--- config.mk ---
export PLATFORM = sky130hd
export DESIGN_NAME = teclado_ctrl
export DESIGN_NICKNAME = d
export VERILOG_FILES = /design/src/rtl/teclado_ctrl.sv
export SDC_FILE = /design/constraint.sdc
export NUM_CORES = 1
export LEC_CHECK = 0
export ABC_AREA = 0
export CELL_PAD_IN_SITES_DETAIL_PLACEMENT = 1
export CELL_PAD_IN_SITES_GLOBAL_PLACEMENT = 1
export CORE_ASPECT_RATIO = 1.2
export CORE_UTILIZATION = 33
export DETAILED_ROUTE_END_ITERATION = 10
export GPL_ROUTABILITY_DRIVEN = 0
export PLACE_DENSITY = 0.78
export SLEW_MARGIN = 30
export SYNTH_ARGS = -nofsm -noshare
export SYNTH_HDL_FRONTEND = slang
export SYNTH_SLANG_ARGS = --single-unit
--- constraint.sdc ---
create_clock -name CLK -period 1.8 [get_ports CLK]
set_clock_uncertainty 0.1 [all_clocks]
set_input_delay 0.36 -clock CLK [delete_from_list [all_inputs] [get_ports CLK]]
set_output_delay 0.36 -clock CLK [all_outputs]
set_load 0.02 [all_outputs]
--- src/rtl/teclado_ctrl.sv ---
// Keypad capture controller: synchronises and debounces the encoder strobe, queues key
// codes in a small FIFO and arbitrates the 32-bit key register between keypad and processor.
//
// state     | meaning
// IDLE      | no key, waiting for synced strobe
// DEB_PRESS | strobe high, counting stable cycles before accepting the press
// HELD      | press accepted and pushed, waiting for release
// DEB_REL   | strobe low, counting stable cycles before accepting the release
module teclado_ctrl #(
    parameter int DEBOUNCE_CYCLES = 16,
    parameter int FIFO_DEPTH      = 4
) (
    input  logic                          CLK,
    input  logic                          RESET,
    input  logic [3:0]                    KEY_CODE,
    input  logic                          KEY_STROBE,
    input  logic                          CPU_WE,
    input  logic [31:0]                   CPU_DATA,
    input  logic                          CPU_RD_ACK,
    output logic [31:0]                   REG_OUT,
    output logic                          KEY_VALID,
    output logic [$clog2(FIFO_DEPTH):0]   FIFO_COUNT,
    output logic                          FIFO_FULL,
    output logic                          OVERRUN
);

    localparam int PW = $clog2(FIFO_DEPTH);
    localparam int CW = PW + 1;
    localparam int DW = $clog2(DEBOUNCE_CYCLES + 1);

    localparam logic [CW-1:0] FULL_LVL   = CW'(FIFO_DEPTH);
    localparam logic [DW-1:0] DEB_RELOAD = DW'(DEBOUNCE_CYCLES - 1);
    localparam logic [DW-1:0] DEB_LAST   = DW'(1);

    typedef enum logic [1:0] {IDLE, DEB_PRESS, HELD, DEB_REL} stateT;

    stateT          state, stateNext;
    logic [DW-1:0]  debCnt, debCntNext;
    logic           pushReq;

    logic           strobeMeta, strobeSync;
    logic [3:0]     codeMeta, codeSync;

    logic [3:0]     fifoMem [FIFO_DEPTH];
    logic [PW-1:0]  wrPtr, rdPtr;
    logic           popDo, pushDo;
    logic [CW-1:0]  countNext;

    // debCnt is a down-counter of stable cycles still required; entry already counts one
    always_ff @(posedge CLK) begin
        if (RESET) begin
            state  <= IDLE;
            debCnt <= '0;
        end else begin
            state  <= stateNext;
            debCnt <= debCntNext;
        end
    end

    always_comb begin
        stateNext  = state;
        debCntNext = debCnt;
        pushReq    = 1'b0;
        case (state)
            IDLE: begin
                if (strobeSync) begin
                    stateNext  = DEB_PRESS;
                    debCntNext = DEB_RELOAD;
                end
            end
            DEB_PRESS: begin
                if (!strobeSync) begin
                    stateNext  = IDLE;
                    debCntNext = '0;
                end else if (debCnt == DEB_LAST) begin
                    pushReq    = 1'b1;
                    stateNext  = HELD;
                    debCntNext = '0;
                end else begin
                    debCntNext = debCnt - DEB_LAST;
                end
            end
            HELD: begin
                if (!strobeSync) begin
                    stateNext  = DEB_REL;
                    debCntNext = DEB_RELOAD;
                end
            end
            DEB_REL: begin
                if (strobeSync) begin
                    stateNext  = HELD;
                    debCntNext = '0;
                end else if (debCnt == DEB_LAST) begin
                    stateNext  = IDLE;
                    debCntNext = '0;
                end else begin
                    debCntNext = debCnt - DEB_LAST;
                end
            end
            default: begin
                stateNext  = IDLE;
                debCntNext = '0;
            end
        endcase
    end

    // a pop frees a slot this cycle, so a push into a full FIFO is still taken
    always_comb begin
        popDo     = (FIFO_COUNT != '0) && !KEY_VALID && !CPU_WE;
        pushDo    = pushReq && ((FIFO_COUNT != FULL_LVL) || popDo);
        countNext = FIFO_COUNT;
        if (pushDo && !popDo) begin
            countNext = FIFO_COUNT + CW'(1);
        end else if (popDo && !pushDo) begin
            countNext = FIFO_COUNT - CW'(1);
        end
    end

    always_ff @(posedge CLK) begin
        if (RESET) begin
            strobeMeta <= 1'b0;
            strobeSync <= 1'b0;
            codeMeta   <= '0;
            codeSync   <= '0;
            wrPtr      <= '0;
            rdPtr      <= '0;
            FIFO_COUNT <= '0;
            FIFO_FULL  <= 1'b0;
            REG_OUT    <= '0;
            KEY_VALID  <= 1'b0;
            OVERRUN    <= 1'b0;
        end else begin
            strobeMeta <= KEY_STROBE;
            strobeSync <= strobeMeta;
            codeMeta   <= KEY_CODE;
            codeSync   <= codeMeta;

            if (pushDo) begin
                fifoMem[wrPtr] <= codeSync;
                wrPtr          <= wrPtr + PW'(1);
            end
            if (popDo) begin
                rdPtr <= rdPtr + PW'(1);
            end
            FIFO_COUNT <= countNext;
            FIFO_FULL  <= (countNext == FULL_LVL);

            if (CPU_WE) begin
                REG_OUT   <= CPU_DATA;
                KEY_VALID <= 1'b0;
            end else if (popDo) begin
                REG_OUT   <= {28'b0, fifoMem[rdPtr]};
                KEY_VALID <= 1'b1;
            end else if (CPU_RD_ACK) begin
                KEY_VALID <= 1'b0;
            end

            // a drop in the same cycle as a CPU write still leaves the flag set
            if (pushReq && !pushDo) begin
                OVERRUN <= 1'b1;
            end else if (CPU_WE) begin
                OVERRUN <= 1'b0;
            end
        end
    end

endmodule

==> out/metrics.csv <==
metric;value;unit
met2_length;4.435;mm
min_path_cells;1;
ios;79;
cts_hold_buf;0;
power.density;1153;nW/µm²
grtUsageTotal;0.1806;
period_share;1.033;
tightest_slew;0.5647;ns
numCtsBuffers;9;
crit-reg2reg-launch;debCnt[1];
coreArea;8703;µm²
via_count;2508;
drtAntennaViolNets;0;
hold_class;register to register;
dp_cells;491;
clock_latency;0.34;ns
rr_worst_depth;6;
cts_tree;yes;
die_width;89.19;µm
grt_max_degree;46;
fin_hold_ws;0.3452;ns
endpoint_kind;register;
whs_endpoint;strobeSync;
wirelength;8.287;mm
grt_pass1_vias;2640;
syn_inst;287;
reg2reg_to;fifoMem[2][3];
rrSetupSlack;-0.06;ns
drc;0;
hpwl;5.834;mm
hold_path_startpoint;strobeMeta;
drive_gt1_frac;0.2183;
fin_tns_setup;-0.9072;ns
finalNonFillerCells;511;
slew_headroom;0.6208;
synth_seq_cells;77;
viasPerCell;4.908;
rows;37;
fillers;985;
slew_violations;0;
start_util;0.3459;
yosysSeqAreaShare;0.5653;
max_freq;0.5378;GHz
clockBufferDepth;2;
ir_worst_vdd;0.0005590;V
antenna_found_initial;0;
synth_nets;337;
top_layer_used;met4;
cap_viol_max_count;0;
crit_type;register to register;
clock_sinks;77;
htreeDepth;3;
grt_pass1_wl;12.85;mm
wl_met3;477;µm
dieArea;9510;µm²
hold_viol;0;
final_cell_area;4496;µm²
wl_per_cell;16.22;µm
crit_path_start_kind;register;
yosysUniqueCellTypes;36;
status;finished, violations left;
clock-root-buffer;clkbuf_8;
critPathArrivalTime;1.82;ns
syn_area_per_cell;10.49;µm²
setup_viol;17;
netlist_area;3010;µm²
post-route-min-period;1.859;ns
place_area;4103;µm²
cp.required;1.76;ns
rsz0062_at_grt;true;
diodes;0;
first_pass_iters;4;
drt_iter0_drc;107;
cts.clk_slew.worst_paths;0.08;ns
violations;setup timing;
portBuffers;78;
power_leakage;1.944;nW
die_h;106.6;µm
grt_overflow_total;0;
areaGrowthSynthToFinish;49.33;%
yosys_warnings;0;
m1WireLength;3.251;mm
fin_nets;439;
worstPathMaxFanout;4;
fin_ws;-0.05929;ns
==> stage by stage <==
stage / setup slack, ns / total power [mW] / utilization
after floorplan: -0.05763 / 2.900 / -
after global placement: -0.2490 / 3.486 / 0.4714
after detailed placement: -0.2891 / 3.545 / 0.4714
after CTS: -0.03593 / 5.099 / 0.5036
after global routing: -0.1596 / 5.441 / 0.5165
final: -0.05929 / 5.185 / 0.5165
==> power breakdown <==
group / internal (mW) / total (mW) / switching, mW
logic: 0.768 / 1.59 / 0.827
clock network: 0.922 / 1.56 / 0.635
registers: 1.92 / 2.03 / 0.116
==> placed cells by master (no fill, tap or decap), types with 11 or more instances in the layout <==
cell type,n
nor2_1,46
dlymetal6s2s_1,15
a21oi_1,13
clkdlybuf4s50_1,56
a22oi_1,28
buf_4,25
dfxtp_1,57
edfxtp_1,16
nor2b_1,11
==> cell usage after synthesis, drive strengths merged <==
cell,instances,area [µm²]
a31oi,1,6.260
nand3,5,30.03
and2,4,25.02
a22oi,29,217.7
xor2,2,17.52
mux2i,1,10.01
a21oi,16,80.08
xnor2,5,43.79
inv,12,45.04
buf,4,26.27
or3,2,12.51
nor2b,12,75.07
edfxtp,16,480.5
dfxtp,61,1221
o31ai,1,7.510
and3,1,6.260
ha,9,112.6
nand2,10,40.04
nor4b,1,23.77
a2111oi,1,8.760
a221oi,5,50.04
or4,1,8.760
nand2b,5,31.28
nor2,49,183.9
nor3,5,35.03
a211oi,3,22.52
mux4,4,90.09
or3b,1,8.760
o21ai,9,45.04
clkbuf,12,45.04
==> layout make-up <==
cell class                      count  area (µm²)  area share
Clock buffer                       10       127.6     0.02839
Clock inverter                      6       111.4     0.02477
Timing Repair Buffer              107        1032      0.2296
Inverter                           12       45.04     0.01002
Multi-Input combinational cell    182        1319      0.2933
Tap cell                          117       146.4     0.03256
Sequential cell                    77        1714      0.3813
==> flip-flops by register name, indices dropped and copies added, names as in the netlist, named ones only <==
name / cells
FIFO_COUNT: 3
FIFO_FULL: 1
KEY_VALID: 1
OVERRUN: 1
REG_OUT: 32
codeMeta: 4
codeSync: 4
debCnt: 5
fifoMem: 16
rdPtr: 2
state: 1
strobeMeta: 1
strobeSync: 1
wrPtr: 2
==> timing repair <==
action                     4_1_cts  5_1_grt
gates cloned                     0        1
pin swaps                        7        8
setup endpoints to repair       26       54
gates resized for setup         17       32
buffers inserted                 2        2
==> kinds of logic (layout without fill, tap and decap cells) <==
group | Yosys count | in the layout | share of synthesized area
buf+inv | 28 | 135 | 0.03865
mux | 5 | 5 | 0.03325
flops | 77 | 77 | 0.5653
compound gates | 65 | 65 | 0.1455
simple gates | 96 | 96 | 0.1596
xor+xnor | 7 | 7 | 0.02037
fa+ha+maj | 9 | 9 | 0.03741
==> worst max path at each step <==
stage	startpoint	end	slack [ns]	cells after the start
2_1_floorplan	debCnt[1]	FIFO_FULL	-0.06	7
5_1_grt	debCnt[1]	FIFO_FULL	-0.16	7
3_3_place_gp	CPU_WE	FIFO_FULL	-0.25	6
3_5_place_dp	CPU_WE	FIFO_FULL	-0.29	6
6_report	debCnt[1]	fifoMem[2][3]	-0.06	6
4_1_cts	debCnt[1]	fifoMem[0][2]	-0.04	6
==> worst max-delay path, cell delays in order, from the launching register on <==
cell and delay [ns]:
dfxtp_2 0.33, inv_2 0.07, ha_4 0.12, nor4b_4 0.29, nand3_2 0.19, nor3_4 0.26, and2_4 0.21
==> layer usage <==
layer | vias up | track usage
li1 | 1206 | -
met3 | 9 | 0.04234
met5 | - | 0
met2 | 64 | 0.3353
met4 | 0 | 0.05556
met1 | 1229 | 0.1984
No activity file was read; power rests on OpenSTA's default activity.
